File: src/rtl/shift_arbiter.sv
`default_nettype none
// ============================================================================
// shift_arbiter : two-port arbiter feeding one shared 32-bit barrel shifter
// Optional macro SHIFT_ARBITER_ROTATE_EN builds rotate-left for op 11.
// Revision 1.0
// ============================================================================
module shift_arbiter #(
    parameter int FIXED_PRIO = 0
) (
    input  logic        clk,
    input  logic        reset,
    input  logic [1:0]  req_valid,
    output logic [1:0]  req_ready,
    input  logic [31:0] req_data0,
    input  logic [31:0] req_data1,
    input  logic [4:0]  req_amount0,
    input  logic [4:0]  req_amount1,
    input  logic [1:0]  req_op0,
    input  logic [1:0]  req_op1,
    output logic        rsp_valid,
    input  logic        rsp_ready,
    output logic [31:0] rsp_data,
    output logic        rsp_id
);

    localparam logic [1:0] c_OP_SLL = 2'b00;
    localparam logic [1:0] c_OP_SRL = 2'b01;
    localparam logic [1:0] c_OP_SRA = 2'b10;
    localparam logic [1:0] c_OP_ROL = 2'b11;

    localparam logic [0:0] S_EMPTY = 1'b0;
    localparam logic [0:0] S_FULL  = 1'b1;

    logic [0:0]       r_state;
    logic [0:0]       w_state_next;
    logic             r_ptr;
    logic [31:0]      r_data;
    logic             r_id;

    logic [1:0]       w_grant;
    logic             w_sel;
    logic             w_free;
    logic             w_xfer;

    logic [31:0]      w_operand;
    logic [4:0]       w_amount;
    logic [1:0]       w_op;
    logic             w_reverse;
    logic             w_fill;
    logic [31:0]      w_rev_in;
    logic [31:0]      w_rev_out;
    logic [31:0]      w_shift_in;
    logic [5:0][31:0] w_stage;
    logic [31:0]      w_result;

    // ---------------------------------------------------------------- arbitration
    always_comb begin
        w_grant = 2'b00;
        case (req_valid)
            2'b01:   w_grant = 2'b01;
            2'b10:   w_grant = 2'b10;
            2'b11:   w_grant = ((FIXED_PRIO != 0) || !r_ptr) ? 2'b01 : 2'b10;
            default: w_grant = 2'b00;
        endcase
    end

    assign w_sel  = w_grant[1];
    assign w_free = (r_state == S_EMPTY) || rsp_ready;
    assign w_xfer = |(req_valid & req_ready);

    // ---------------------------------------------------------------- result FSM
    always_ff @(posedge clk) begin
        if (reset) begin
            r_state <= S_EMPTY;
        end else begin
            r_state <= w_state_next;
        end
    end

    always_comb begin
        w_state_next = r_state;
        case (r_state)
            S_EMPTY: if (w_xfer) w_state_next = S_FULL;
            S_FULL:  if (w_xfer)         w_state_next = S_FULL;
                     else if (rsp_ready) w_state_next = S_EMPTY;
            default: w_state_next = S_EMPTY;
        endcase
    end

    always_comb begin
        rsp_valid = (r_state == S_FULL);
        req_ready = reset ? 2'b00 : (w_grant & {2{w_free}});
    end

    // ---------------------------------------------------------------- result registers
    always_ff @(posedge clk) begin
        if (reset) begin
            r_data <= 32'h0;
            r_id   <= 1'b0;
            r_ptr  <= 1'b0;
        end else if (w_xfer) begin
            r_data <= w_result;
            r_id   <= w_sel;
            r_ptr  <= ~w_sel;
        end
    end

    assign rsp_data = r_data;
    assign rsp_id   = r_id;

    // ---------------------------------------------------------------- shared shifter
    assign w_operand = w_sel ? req_data1   : req_data0;
    assign w_amount  = w_sel ? req_amount1 : req_amount0;
    assign w_op      = w_sel ? req_op1     : req_op0;

    // Right shifts reuse the left shifter by mirroring the word on both sides.
    assign w_reverse = (w_op == c_OP_SRL) || (w_op == c_OP_SRA);
    assign w_fill    = (w_op == c_OP_SRA) && w_operand[31];

    always_comb begin
        w_rev_in  = 32'h0;
        w_rev_out = 32'h0;
        for (int b = 0; b < 32; b++) begin
            w_rev_in[b]  = w_operand[31-b];
            w_rev_out[b] = w_stage[5][31-b];
        end
    end

    assign w_shift_in = w_reverse ? w_rev_in : w_operand;
    assign w_stage[0] = w_shift_in;

`ifdef SHIFT_ARBITER_ROTATE_EN
    logic w_rotate;
    assign w_rotate = (w_op == c_OP_ROL);
`endif

    generate
        for (genvar k = 0; k < 5; k++) begin : g_layer
            localparam int c_SHIFT = 1 << k;
            logic [c_SHIFT-1:0] w_low;
`ifdef SHIFT_ARBITER_ROTATE_EN
            // Rotating every layer composes into a full rotate by the total amount.
            assign w_low = w_rotate ? w_stage[k][31 -: c_SHIFT] : {c_SHIFT{w_fill}};
`else
            assign w_low = {c_SHIFT{w_fill}};
`endif
            assign w_stage[k+1] = w_amount[k] ? {w_stage[k][31-c_SHIFT:0], w_low}
                                              : w_stage[k];
        end
    endgenerate

    always_comb begin
        w_result = w_reverse ? w_rev_out : w_stage[5];
`ifndef SHIFT_ARBITER_ROTATE_EN
        if (w_op == c_OP_ROL) w_result = w_operand;
`endif
    end

endmodule
`default_nettype wire

File: config.mk
export PLATFORM = sky130hd
export DESIGN_NAME = shift_arbiter
export DESIGN_NICKNAME = d
export VERILOG_FILES = /design/src/rtl/shift_arbiter.sv
export SDC_FILE = /design/constraint.sdc
export NUM_CORES = 1
export LEC_CHECK = 0
export ABC_AREA = 1
export BUFFER_PORTS_ARGS = -buffer_cell sky130_fd_sc_hd__clkbuf_2
export CORE_UTILIZATION = 45
export CTS_BUF_LIST = sky130_fd_sc_hd__clkbuf_8
export CTS_CLUSTER_SIZE = 8
export DETAILED_ROUTE_END_ITERATION = 12
export PLACE_DENSITY = 0.68
export SETUP_SLACK_MARGIN = 0.5
export SLEW_MARGIN = 20
export SYNTH_ARGS = -nofsm -noshare
export SYNTH_HDL_FRONTEND = slang
export SYNTH_SLANG_ARGS = --single-unit
File: constraint.sdc
create_clock -name clk -period 4 [get_ports clk]
set_input_delay 0.8 -clock clk [delete_from_list [all_inputs] [get_ports clk]]
set_output_delay 0.8 -clock clk [all_outputs]
set_load 0.01 [all_outputs]
### After elaboration in Yosys (flattened, before gate mapping)

Index checks and enable logic that the tools add are counted.

* output and inout bits: 36
* bits in registers: 35
* logic and storage cells: 36
* input port bits: 83

* reductions and logical operators: 4
* mux-type cells: 18
* equal/unequal tests: 6
* bitwise logic cells: 4

Operator list (count)
* 32-bit two-way mux: 9
* 2-bit equality test (second input constant): 4
* 2-bit two-way mux: 3
* 2-bit case mux with 3 select lines: 1
* 5-bit two-way mux: 1
* 2-bit AND: 2
* 2-bit by 1-bit equality test with 1-bit output (second input constant): 2
* 1-bit two-way mux: 3
* 1-bit logical OR: 2
* 1-bit NOT: 2
* 1-bit case mux with 2 select lines: 1
* 2-bit OR reduction: 1
* 1-bit logical AND: 1

### Logic depth before layout (Yosys ltp)

* depth in word-level cells: 13
* depth in mapped cells: 24
* gate-level depth less buffers: 22

### Worst setup path after synthesis

OpenSTA, ideal clock, no wires.

* path kind: in2reg
* start: input req_valid[0]
* end: register r_data[31] (netlist: rsp_data[31])
* arrival: 3162 ps
* stages: 20
* setup time: 109 ps
* setup slack: 729 ps
* required time: 3891 ps
* buffers on the path: 4
* cell sequence: nand2_2 nand2_2 buf_6 buf_4 o21ai_0 ha_1 inv_1 clkbuf_1 buf_1 nand2_1 nand3_1 nand3_1 nand3_1 nand3_1 nand3_1 nand3_1 nand3_1 nand3_1 nand2_1 inv_1

* word-level cells in the longest chain between the ends: 13
* elaborated cells on any way between the ends: 24
* classes of those cells: eq/ne: 6; mux: 13; bitwise: 2; reduce/logical: 3

RTL lines
* start: declaration: RTL line 12 `input logic [1:0] req_valid,`
* 2-bit equality test / 2-bit by 1-bit equality test with 1-bit output (equally long branches): RTL line 59 `case (req_valid)`
* 2-bit case mux with 3 select lines: RTL line 59
* 2-bit two-way mux: RTL line 114 `assign w_op = w_sel ? req_op1 : req_op0;`
* 2-bit by 1-bit equality test with 1-bit output / 2-bit equality test (equally long branches): RTL line 117, 118
* 1-bit logical OR: RTL line 117 `assign w_reverse = (w_op == c_OP_SRL) || (w_op == c_OP_SRA);`
* 32-bit two-way mux: RTL line 129 `assign w_shift_in = w_reverse ? w_rev_in : w_operand;`
* 32-bit two-way mux (5 in series): RTL line 147 `assign w_stage[k+1] = w_amount[k] ? {w_stage[k][31-c_SHIFT:0], w_low}`
* 32-bit two-way mux: RTL line 153 `w_result = w_reverse ? w_rev_out : w_stage[5];`
* 32-bit two-way mux: RTL line 155 `if (w_op == c_OP_ROL) w_result = w_operand;`
* end signal: assignment: RTL line 102 `r_data <= w_result;`
* end: declaration: RTL line 37 `logic [31:0] r_data;`

Several ways; a longest one is shown, not always the timed one.
A chain may end at the register's enable or synchronous reset.

### Worst setup path in the final report

* start: input req_valid[0]
* end: register r_data[20] (netlist: rsp_data[20])

Same word-level chain as after synthesis.

==> impl_metrics.env <==
export IMPL_start_util_pct=46.60
export IMPL_gp_congestion=0.9925
export IMPL_slew_limit_headroom_pct=34.14
export IMPL_timing_fmax_mhz=300.6
export IMPL_layout_cells_non_filler=1129
export IMPL_ys_seq_elements=35
export IMPL_crit_path_start_kind="primary input"
export IMPL_yosysUniqueCellTypes=24
export IMPL_clk_latency_ps=300
export IMPL_leakage_nw=3.019
export IMPL_grt_util_met3_pct=3.958
export IMPL_synth_top_cell_area_share_pct=46.40
export IMPL_period_share_pct=83.16
export IMPL_yosys_warnings=0
export IMPL_rsz0062_at_grt="true"
export IMPL_io_pins=119
export IMPL_p_per_area_nw_per_um2=356.0
export IMPL_antenna_found_initial=0
export IMPL_worst_path_largest_cell_delay_ps=770
export IMPL_drt_iter0_drc=763
export IMPL_dr_pass1_iters=6
export IMPL_grt_max_degree=44
export IMPL_drc=0
export IMPL_wire_per_inst_microns=17.60
export IMPL_worstPathRequired_ps=4210
export IMPL_worst_slack_ps=673.6
export IMPL_synthesis_area_sq_um=4832
export IMPL_tightest_slew_ps=987.8
export IMPL_use_met1_pct=49.36
export IMPL_tns_ps=0
export IMPL_final_common_cell="nand3_1"
export IMPL_hold_violations=0
export IMPL_grt_pass1_vias=6076
export IMPL_wl_microns=19870
export IMPL_top_usage_layer="met2"
export IMPL_ir_worst_vdd_mv=0.1788
export IMPL_row_count=37
export IMPL_ant_nets=0
export IMPL_min_path_type="reg -> reg"
export IMPL_dp_cells=1121
export IMPL_final_layout_size_suffix_gt1_share_pct=16.52
export IMPL_path_cells="clkbuf_2 -> nand2_2 -> nand2_2 -> buf_4 -> o21ai_2 -> inv_2 -> nand3_1 -> nand3_1 -> nand3_1 -> nand3_1 -> nand3_1 -> nand3_1 -> nand2_1 -> inv_1"
export IMPL_h_tree_depth=2
export IMPL_fp_dieArea_sq_um=11160
export IMPL_synth_largest_area_cell="nand3_1"
export IMPL_drv_cap=0
export IMPL_slowest_stage="o21ai_2"
export IMPL_setup_violations=0
export IMPL_cts_tree="built"
export IMPL_path_clk_slew_ps=80
export IMPL_syn_nets=1005
export IMPL_syn_avg_cell_area_sq_um=5.252
export IMPL_vias=6750
export IMPL_io_buffers=118
export IMPL_die_w_microns=105.6
export IMPL_grt_met2_usage_pct=55.83
export IMPL_syn_instance_count=920
export IMPL_cts_made_buffers=5
export IMPL_status="finished, final reports clean"
export IMPL_hpwl_microns=15630
export IMPL_skew_ps=3.679
export IMPL_avgViaCountPerCell=5.979
export IMPL_dieHeight_microns=105.6
export IMPL_setup_worst_path_class="in -> reg"
export IMPL_place_ws_ps=460.2
export IMPL_core_area_sq_um=10370
export IMPL_slew_viol_final=0
export IMPL_cts_sinks=35
export IMPL_clockBufferDepth=2
export IMPL_grt_total_usage_pct=36.56
export IMPL_mostFrequentLayoutCells="nand3_1 (446), nand2_1 (191), clkbuf_2 (118)"
export IMPL_nets=1077
export IMPL_root_buffer="clkbuf_8"
export IMPL_area_delta_synth_final_pct=15.74
export IMPL_grt_ovfl_total=0
export IMPL_crit_arrival_ps=3530
export IMPL_worst_path_most_repeated_cell="nand3_1"
export IMPL_path_max_fanout=29
export IMPL_post_route_min_period_ps=3326
export IMPL_grt_pass1_wl_microns=31870
export IMPL_n_antenna_cell=0
export IMPL_synth_seq_area_share_pct=14.50
export IMPL_end_kind="flip-flop"
export IMPL_yosys_top_cells_area="nand3_1 (46%), nand2_1 (15%), dfxtp_1 (15%)"
## per-stage QoR
step / area [sq um] / total power [W] / util (%) / hold WS [ps]
after floorplan: 4832 / 0.001243 / - / 460.8
after global placement: 5443 / 0.001572 / 52.49 / 477.7
after detailed placement: 5443 / 0.001573 / 52.49 / 484.2
after CTS: 5575 / 0.001968 / 53.76 / 497.1
after global routing: 5593 / 0.002144 / 53.93 / 510.2
final: 5593 / 0.001991 / 53.93 / 496.9
## final cells by class
type                    instances  area [sq um]
flip-flops and latches         35         700.7
clock buffers                   5         68.82
clock inverters                 3         63.81
well taps                     136         170.2
inverters                      63         236.5
multi-input cells             749          3587
fillers                      1173          4777
repair buffers                138         765.7
## where the power goes
part           switching [W]  internal (W)
combinational       0.000794      0.000392
clock               0.000149      0.000247
sequential         0.0000207      0.000388
total               0.000964       0.00103
## layer usage
layer	share of wire [%]	up-vias
met5	0	-
met4	6.7	0
met3	7.1	63
met2	43	335
met1	43	3032
li1	-	3320
## cells in the mapped netlist
| master | n |
|---|---|
| o21ai_2 | 3 |
| nor2_1 | 14 |
| buf_6 | 2 |
| nand3b_1 | 8 |
| a211oi_1 | 1 |
| or2_2 | 2 |
| buf_4 | 4 |
| o21ai_4 | 1 |
| inv_2 | 6 |
| nand2_1 | 191 |
| inv_1 | 57 |
| or2_1 | 2 |
| buf_2 | 22 |
| o21ai_0 | 34 |
| nand2_2 | 2 |
| clkbuf_1 | 35 |
| a31oi_1 | 2 |
| o21ai_1 | 7 |
| buf_1 | 10 |
| nor2_2 | 1 |
| ha_1 | 2 |
| dfxtp_1 | 35 |
| a21oi_1 | 31 |
| nand3_1 | 448 |
## critical path, delay by kind of cell
kind | cells | cell delay [ps]
AND/OR/NAND/NOR | 9 | 1100
buffers and inverters | 4 | 840
AO/OA/AOI/OAI | 1 | 770
## logic make-up (layout without fill, tap and decap cells)
logic type / after synthesis / count (layout) / synth area share [%]
simple gates: 668 / 668 / 64.47
flops: 35 / 35 / 14.50
fa+ha+maj: 2 / 2 / 0.5178
buf+inv: 136 / 209 / 11.76
compound gates: 79 / 79 / 8.752
## repair_timing
action,CTS,global route
buffers inserted,0,0
endpoints found under the setup margin,0,6
resized for setup,0,3
hold buffers,0,0
## final timing paths
| kind | from | end | slack (ps) | cells past startpoint |
|---|---|---|---|---|
| setup / recovery | req_valid[0] | rsp_data[20] | 670 | 14 |
| hold reg to reg | r_ptr | r_ptr | 500 | 2 |
| hold / removal | r_ptr | r_ptr | 500 | 2 |
| setup reg to reg | r_ptr | rsp_data[20] | 890 | 14 |
## registers in the layout, indices dropped and copies added, names as in the netlist
name       count
rsp_id         1
rsp_valid      1
r_ptr          1
rsp_data      32
(Power assumes the default switching activity.)
